## config.mk

```make
export PLATFORM = sky130hd
export DESIGN_NAME = uio_byte_tx
export DESIGN_NICKNAME = d
export VERILOG_FILES = /design/src/rtl/uio_byte_tx.sv
export SDC_FILE = /design/constraint.sdc
export NUM_CORES = 1
export LEC_CHECK = 0
export BUFFER_PORTS_ARGS = -buffer_cell sky130_fd_sc_hd__buf_2
export CAP_MARGIN = 20
export CELL_PAD_IN_SITES_DETAIL_PLACEMENT = 0
export CELL_PAD_IN_SITES_GLOBAL_PLACEMENT = 1
export CORE_MARGIN = 3
export CORE_UTILIZATION = 47
export DETAILED_ROUTE_END_ITERATION = 10
export PLACE_DENSITY_LB_ADDON = 0.2
export SLEW_MARGIN = 0
export SYNTH_ARGS = -nofsm -noshare
export SYNTH_HDL_FRONTEND = slang
export SYNTH_SLANG_ARGS = --single-unit
```

## constraint.sdc

```tcl
create_clock -name clk -period 3.7 [get_ports clk]
set_clock_uncertainty 0.1 [all_clocks]
set_input_delay 0.74 -clock clk [delete_from_list [all_inputs] [get_ports clk]]
set_output_delay 0.74 -clock clk [all_outputs]
set_load 0.1 [all_outputs]
```

## src/rtl/uio_byte_tx.sv

```systemverilog
// -----------------------------------------------------------------------------
// uio_byte_tx
// Byte-stream transmitter over the bidirectional uio bus. Internal logic pushes
// bytes into a small FIFO. For each byte the block enables the pad drivers,
// holds the data for a setup time, and then runs a 4-phase req/ack handshake
// with an off-chip receiver. Between bytes the bus is released (uio_oe = 0).
//
// Ports
//   clk          system clock
//   rst_n        synchronous reset, active low
//   ena          tile enable; 0 = start no new transfer
//   in_data      byte to transmit
//   in_valid     in_data valid
//   in_ready     FIFO can accept (= !full)
//   tx_ack       receiver acknowledge (asynchronous, synchronised inside)
//   tx_req       data-valid request to receiver
//   uio_out      data driven on the uio pads
//   uio_oe       pad output enable, 8'hFF or 8'h00 only
//   timeout_err  sticky: a handshake timed out since reset
// -----------------------------------------------------------------------------
module uio_byte_tx #(
  parameter int DEPTH        = 4,    // FIFO entries, power of 2, 2..16
  parameter int SETUP_CYCLES = 1,    // data-to-req setup cycles, 1..15
  parameter int TIMEOUT      = 255   // max cycles per ack edge, 1..255
) (
  input  logic       clk,
  input  logic       rst_n,
  input  logic       ena,
  input  logic [7:0] in_data,
  input  logic       in_valid,
  output logic       in_ready,
  input  logic       tx_ack,
  output logic       tx_req,
  output logic [7:0] uio_out,
  output logic [7:0] uio_oe,
  output logic       timeout_err
);

  localparam int AW = $clog2(DEPTH);
  localparam int CW = AW + 1;
  localparam logic [7:0] TO_LAST = 8'(TIMEOUT - 1);

  typedef enum logic [1:0] {
    S_IDLE,
    S_SETUP,
    S_REQ,
    S_RELEASE
  } state_t;

  // ---------------------------------------------------------------------------
  // FIFO
  // ---------------------------------------------------------------------------
  logic [7:0]    r_mem [DEPTH];
  logic [AW-1:0] r_wr_ptr;
  logic [AW-1:0] r_rd_ptr;
  logic [CW-1:0] r_count;
  logic          w_full;
  logic          w_empty;
  logic          w_push;
  logic          w_pop;
  logic [7:0]    w_head;

  assign w_full   = (r_count == CW'(DEPTH));
  assign w_empty  = (r_count == '0);
  assign in_ready = !w_full;
  // A pop in the same cycle does not let a full FIFO accept.
  assign w_push   = in_valid && !w_full;
  assign w_head   = r_mem[r_rd_ptr];

  // NOTE: the storage array has no reset; validity is tracked solely by
  // r_count, so clearing the data would only cost reset fan-out.
  always_ff @(posedge clk) begin
    if (w_push) begin
      r_mem[r_wr_ptr] <= in_data;
    end
  end

  // NOTE: sequential state uses non-blocking assignments so every flop samples
  // the pre-edge value of every other flop, independent of block order.
  always_ff @(posedge clk) begin
    if (!rst_n) begin
      r_wr_ptr <= '0;
      r_rd_ptr <= '0;
      r_count  <= '0;
    end else begin
      if (w_push) begin
        r_wr_ptr <= r_wr_ptr + AW'(1);
      end
      if (w_pop) begin
        r_rd_ptr <= r_rd_ptr + AW'(1);
      end
      if (w_push && !w_pop) begin
        r_count <= r_count + CW'(1);
      end else if (w_pop && !w_push) begin
        r_count <= r_count - CW'(1);
      end
    end
  end

  // ---------------------------------------------------------------------------
  // tx_ack synchroniser
  // ---------------------------------------------------------------------------
  logic r_ack_m;
  logic r_ack_s;

  always_ff @(posedge clk) begin
    if (!rst_n) begin
      r_ack_m <= 1'b0;
      r_ack_s <= 1'b0;
    end else begin
      r_ack_m <= tx_ack;
      r_ack_s <= r_ack_m;
    end
  end

  // ---------------------------------------------------------------------------
  // Handshake FSM (all outputs registered)
  // ---------------------------------------------------------------------------
  state_t     r_state;
  state_t     w_state_nxt;
  logic [3:0] r_setup_cnt;
  logic [3:0] w_setup_cnt_nxt;
  logic [7:0] r_to_cnt;
  logic [7:0] w_to_cnt_nxt;
  logic       r_tx_req;
  logic       w_tx_req_nxt;
  logic       r_oe;
  logic       w_oe_nxt;
  logic [7:0] r_uio_out;
  logic [7:0] w_uio_out_nxt;
  logic       r_timeout_err;
  logic       w_timeout_err_nxt;

  // NOTE: every signal written here gets a default first, so no path through
  // the case statement can leave one unassigned and infer a latch.
  always_comb begin
    w_state_nxt       = r_state;
    w_setup_cnt_nxt   = r_setup_cnt;
    w_to_cnt_nxt      = r_to_cnt;
    w_tx_req_nxt      = r_tx_req;
    w_oe_nxt          = r_oe;
    w_uio_out_nxt     = r_uio_out;
    w_timeout_err_nxt = r_timeout_err;
    w_pop             = 1'b0;

    case (r_state)
      S_IDLE: begin
        // The single IDLE cycle after a release is the bus turnaround.
        if (!w_empty && ena) begin
          w_uio_out_nxt   = w_head;
          w_oe_nxt        = 1'b1;
          w_setup_cnt_nxt = 4'(SETUP_CYCLES);
          w_state_nxt     = S_SETUP;
        end
      end

      S_SETUP: begin
        // Raising req on the cycle the counter would hit zero gives exactly
        // SETUP_CYCLES cycles of driven data before tx_req is seen high.
        if (r_setup_cnt == 4'd1) begin
          w_setup_cnt_nxt = 4'd0;
          w_tx_req_nxt    = 1'b1;
          w_to_cnt_nxt    = 8'd0;
          w_state_nxt     = S_REQ;
        end else begin
          w_setup_cnt_nxt = r_setup_cnt - 4'd1;
        end
      end

      S_REQ: begin
        if (r_ack_s) begin
          w_tx_req_nxt = 1'b0;
          w_pop        = 1'b1;
          w_to_cnt_nxt = 8'd0;
          w_state_nxt  = S_RELEASE;
        end else if (r_to_cnt == TO_LAST) begin
          // Unacknowledged byte is dropped so the queue cannot wedge.
          w_tx_req_nxt      = 1'b0;
          w_oe_nxt          = 1'b0;
          w_timeout_err_nxt = 1'b1;
          w_pop             = 1'b1;
          w_state_nxt       = S_IDLE;
        end else begin
          w_to_cnt_nxt = r_to_cnt + 8'd1;
        end
      end

      S_RELEASE: begin
        if (!r_ack_s) begin
          w_oe_nxt    = 1'b0;
          w_state_nxt = S_IDLE;
        end else if (r_to_cnt == TO_LAST) begin
          w_tx_req_nxt      = 1'b0;
          w_oe_nxt          = 1'b0;
          w_timeout_err_nxt = 1'b1;
          w_state_nxt       = S_IDLE;
        end else begin
          w_to_cnt_nxt = r_to_cnt + 8'd1;
        end
      end

      default: begin
        w_tx_req_nxt = 1'b0;
        w_oe_nxt     = 1'b0;
        w_state_nxt  = S_IDLE;
      end
    endcase
  end

  always_ff @(posedge clk) begin
    if (!rst_n) begin
      r_state       <= S_IDLE;
      r_setup_cnt   <= 4'd0;
      r_to_cnt      <= 8'd0;
      r_tx_req      <= 1'b0;
      r_oe          <= 1'b0;
      r_uio_out     <= 8'h00;
      r_timeout_err <= 1'b0;
    end else begin
      r_state       <= w_state_nxt;
      r_setup_cnt   <= w_setup_cnt_nxt;
      r_to_cnt      <= w_to_cnt_nxt;
      r_tx_req      <= w_tx_req_nxt;
      r_oe          <= w_oe_nxt;
      r_uio_out     <= w_uio_out_nxt;
      r_timeout_err <= w_timeout_err_nxt;
    end
  end

  assign tx_req      = r_tx_req;
  assign uio_out     = r_uio_out;
  assign uio_oe      = {8{r_oe}};
  assign timeout_err = r_timeout_err;

endmodule

```

== Yosys cells after proc, flatten, opt, wreduce, memory -nomap -nowiden ==
Memories as Yosys holds them, arrays and structs flattened. A register that Yosys moved wholly into a read port is not among the register bits.
Index checks and enable logic that the tools add are counted.

* Register bits: 26
* Bits in writable memories: 32
* Bits of input ports: 13
* Output and inout port bits: 19
* Word-level logic and storage cells: 85
* Memories: 1

* Add/sub/neg operators: 6
* Equality and inequality tests: 10
* Multiplexer cells: 35
* Reductions and logical operators: 22

{| class="wikitable"
|+ Memory list
! name !! words !! bits a word !! rd ports !! clocked after memory_dff !! wr ports !! RTL line !! source
|-
| r_mem || 4 || 8 || 1 || 1 || 1 || 53 || <nowiki>logic [7:0] r_mem [DEPTH];</nowiki>
|}

{| class="wikitable"
|+ Operator list
! cell !! count
|-
| 8-bit two-way mux || 4
|-
| 8-bit one-hot mux with 3 select lines || 1
|-
| 1-bit two-way mux || 16
|-
| 2-bit two-way mux || 5
|-
| 3-bit AND reduction || 3
|-
| 8-bit by 1-bit adder with 8-bit output (second input constant) || 1
|-
| 8-bit == test (second input constant) || 1
|-
| 4-bit two-way mux || 2
|-
| 2-bit != test (second input constant) || 4
|-
| 2-bit one-hot mux with 4 select lines || 1
|-
| 4-bit one-hot mux with 2 select lines || 1
|-
| 3-bit two-way mux || 2
|-
| 1-bit one-hot mux with 3 select lines || 2
|-
| 2-bit AND reduction || 3
|-
| 2-bit nonzero test || 3
|-
| 3-bit nonzero test || 2
|-
| 1-bit logical NOT || 5
|-
| 2-bit by 1-bit adder with 2-bit output (second input constant) || 2
|-
| 2-bit == test (second input constant) || 2
|-
| 4-bit by 1-bit == test with 1-bit output (second input constant) || 1
|-
| 1-bit logical AND || 4
|-
| 4-bit by 1-bit subtractor with 4-bit output (second input constant) || 1
|-
| 3-bit by 1-bit adder with 3-bit output (second input constant) || 1
|-
| 3-bit == test (second input constant) || 1
|-
| other kinds (5) || 5
|}

== Logic depth before layout (Yosys ltp) ==
* Word-level depth: 7
* Depth in mapped cells: 12
* Depth with buffers taken out: 11

== Least setup slack after synthesis ==
Ideal clock, no wire load.

* Kind: register to register
* Start point: register r_to_cnt[0]
* End point: register r_count[2]
* Setup time: 0.071 ns
* Data arrival time: 2.536 ns
* Setup slack: 0.994 ns
* Cell stages (with the launch flop): 13
* Path buffers: 1
* Period minus slack after synthesis: 2.706 ns
* Path through: dfxtp_1 -> inv_1 -> ha_1 -> and4_1 -> and2_1 -> clkbuf_1 -> o21ai_0 -> ha_1 -> inv_1 -> fa_1 -> xor2_1 -> or3_1 -> a21oi_1

* Cells in the longest elaborated chain, start to end: 7

{| class="wikitable"
|+ Ends and longest elaborated chain
! what !! RTL line !! source
|-
| from (decl) || 123 || <nowiki>logic [7:0] r_to_cnt;</nowiki>
|-
| from (signal assigned) || 222 || <nowiki>r_to_cnt <= w_to_cnt_nxt;</nowiki>
|-
| 8-bit == test (*) || 176 || <nowiki>end else if (r_to_cnt == TO_LAST) begin</nowiki>
|-
| 1-bit two-way mux (*) || 176 ||
|-
| 1-bit two-way mux (*) || 171 || <nowiki>if (r_ack_s) begin</nowiki>
|-
| 1-bit two-way mux (*) || 146 || <nowiki>case (r_state)</nowiki>
|-
| 1-bit logical NOT || 92 || <nowiki>if (w_push && !w_pop) begin</nowiki>
|-
| 1-bit logical AND || 92 ||
|-
| 3-bit two-way mux or 2-bit nonzero test (tied branches) || n/a ||
|-
| to (signal assigned) || 93 || <nowiki>r_count <= r_count + CW'(1);</nowiki>
|-
| to (signal assigned) || 95 || <nowiki>r_count <= r_count - CW'(1);</nowiki>
|-
| to (decl) || 56 || <nowiki>logic [CW-1:0] r_count;</nowiki>
|}

Every way passes the cells marked *; elsewhere a longest branch is shown, timed or not.
A chain may end at the register's enable or synchronous reset.

== Final worst setup path ==
Ends and elaborated chain as after synthesis.

==> run summary <==
Skew-Pair Late Insertion Delay = 0.34 ns
die height = 86.9 um
max cap viols = 0
TritonRoute pass-1 iters = 4
Max Fclk = 0.347 GHz
worst hold start = r_ack_m
status = completed
number of global-route vias before repair = 1947
worst endpoint required time = 3.88 ns
slew margin rel. = 57.5%
CP endpoint kind = register
Final Power = 2.50 mW
critical path, cell by cell = inv_1 > ha_1 > and4_1 > and2_1 > o21ai_0 > ha_1 > inv_1 > fa_1 > xor2_1 > or3_1 > a21oi_1
Worst Hold Depth = 1
CP arrival = 3.05 ns
Cell Area, Placed = 3210 um^2
Worst Setup SP = r_to_cnt[0]
clock sinks = 66
max incr delay on CP = 0.44 ns
fin area = 3410 um^2
Avg Inst Size Synth = 11.3 um^2
CTS Buf Count = 9
clk root buf = clkbuf_8
reg-to-reg startpoint = r_to_cnt[0]
Post-Synthesis Cell Area = 3070 um^2
Fillers = 558
post-detail-place hpwl = 4100 um
CTS tree = yes
share of the synthesized area in the top cell type = 31.3%
Worst setup SP type = register
Vias = 2072
syn nets = 299
R2R cell count = 11
GRT overflow = 0
Post-CTS Setup Inserts = 0
Routed Antenna Nets = 0
Lkg Pwr = 1.24 nW
Min-Delay Path Class = register to register
Die Width = 86.9 um
post-CTS sizing = 0
reg2reg end = r_count[2]
FP Rows = 28
Initial Utilization = 50.1%
Tcrit/Tclk final = 77.8%
final setup violation count = 0
Post-synth EDFFs = 32
RSZ-0062 raised after global routing = false
worst slew pin tran = 0.636 ns
Initial DRC Count = 104
Mapped Cells = 271
fin. max-slew vios = 0
H-tree depth = 3
asr flop ratio synth = 0%
first-pass GRT wire length = 9970 um
worst vdd ir = 0.000456 V
Routed WL per cell = 15.8 um
Seq/Total Area, Yosys = 53.4%
Syn. warnings = 0
crit path time final = 2.88 ns
Final nets = 321
clock slew at reported path FFs = 0.07 ns
Hold-fix buffers, CTS = 0
Area Growth Syn to Fin = 11.0%
drt total wl = 5900 um
Synth area leaders = edfxtp_1 (31%), dfxtp_1 (22%), mux4_2 (5.9%)
Main synth FF type = dfxtp_1
num ports = 32
post-route setup TNS = 0 ns
slowest CP cell = dfxtp_1
Total GRT Usage = 17.4%
Distinct cells, synth = 52
initial antenna violation count = 0
Reg2Reg Setup Slack = 0.82 ns
Hold EP = r_ack_s
DRC viols = 0
flops & latches, synth = 66
Vias/cell = 5.55
port buffer count = 31
largest net degree at the start of global routing = 20
die area = 7550 um^2
Synth top cells by count = dfxtp_1 (34), edfxtp_1 (32), nand2_1 (28)
top-count cell post-synth = dfxtp_1
RePlAce Congestion = 0.771
share of cells above drive strength 1 = 21.1%
CP Max Fanout = 8
Max clock buf depth = 2
final hold vios = 0
core area = 6130 um^2
crit path kind = register to register
Yosys top cell by area = edfxtp_1
Antenna Diode Count = 0
power per cell area = 732 nW/um^2
==> power breakdown <==
group          internal (mW)  total (mW)  switching (mW)
logic                  0.236       0.966           0.730
registers              0.859       0.927          0.0675
clock network          0.315       0.606           0.291
total                   1.41        2.50            1.09
==> placed cells by master (no fill, tap or decap), types with 3 or more instances in the layout <==
master and instances:
dfxtp_1 34, edfxtp_1 32, buf_2 31, nand2_1 28, a21oi_1 24, ha_1 14
o21ai_0 13, inv_1 11, nor2_1 10, and2_1 9, clkbuf_8 9, mux4_2 8
nor2b_1 6, nor3_1 5, and3_1 3, mux2i_1 3, a211oi_1 3, o22ai_1 3
==> logic make-up after synthesis <==
group / count (synthesis) / share of synthesized area, %
xor gates and xnor gates: 3 / 0.855
muxes: 11 / 6.84
DFF: 66 / 53.4
buffers and inverters: 33 / 5.29
adders and majority gates: 15 / 6.35
and+or+nand+nor: 76 / 12.6
AOI/OAI and AO/OA: 67 / 14.7
==> flip-flops by register name, indices dropped and copies added, names as in the netlist <==
signal	flops
r_state	2
r_wr_ptr	2
uio_out	8
r_rd_ptr	2
r_oe	1
r_to_cnt	8
tx_req	1
timeout_err	1
r_mem	32
r_setup_cnt	4
r_ack_m	1
r_count	3
r_ack_s	1
==> worst max-delay path, delay by kind of cell, from the launching register on <==
family	cells	cell delay, ns
buffers and inverters	2	0.13
XOR/XNOR	1	0.18
adder cells (fa/ha/maj)	3	0.80
AND/OR/NAND/NOR	3	0.82
flip-flops	1	0.44
AO/OA/AOI/OAI	2	0.35
==> worst max-delay path by stage <==
stage	slack, ns	depth (start not counted)	to
3_5_place_dp	0.83	11	r_count[2]
4_1_cts	0.82	11	r_count[2]
6_report	0.82	11	r_count[2]
3_3_place_gp	0.95	11	r_count[2]
2_1_floorplan	0.99	12	r_count[2]
5_1_grt	0.69	11	r_count[2]
==> cell type report <==
| cell class | count | area, um^2 | area share, % |
|---|---|---|---|
| repair buffers | 32 | 163 | 4.77 |
| inverters | 12 | 45.0 | 1.32 |
| clock inverters | 7 | 76.3 | 2.24 |
| well taps | 75 | 93.8 | 2.75 |
| clock buffers | 9 | 124 | 3.63 |
| flip-flops and latches | 66 | 1640 | 48.1 |
| multi-input cells | 172 | 1270 | 37.2 |
==> metrics by stage <==
step | hold slack, ns | utilization, % | setup slack (ns) | instances
finish | 0.342 | 55.7 | 0.822 | 373
global route | 0.366 | 55.7 | 0.690 | 373
CTS | 0.340 | 55.7 | 0.818 | 373
detailed placement | 0.326 | 52.4 | 0.834 | 357
global placement | 0.322 | 52.4 | 0.947 | 357
floorplan | 0.312 | - | 0.994 | 271
==> per-layer routing <==
layer  global-route usage (%)  wire length (um)
met1                     25.0              3040
met2                     24.5              2540
met3                     4.92               208
met4                     7.22               116
met5                        0                 0
Note: power is estimated with default switching activity, not from simulation.
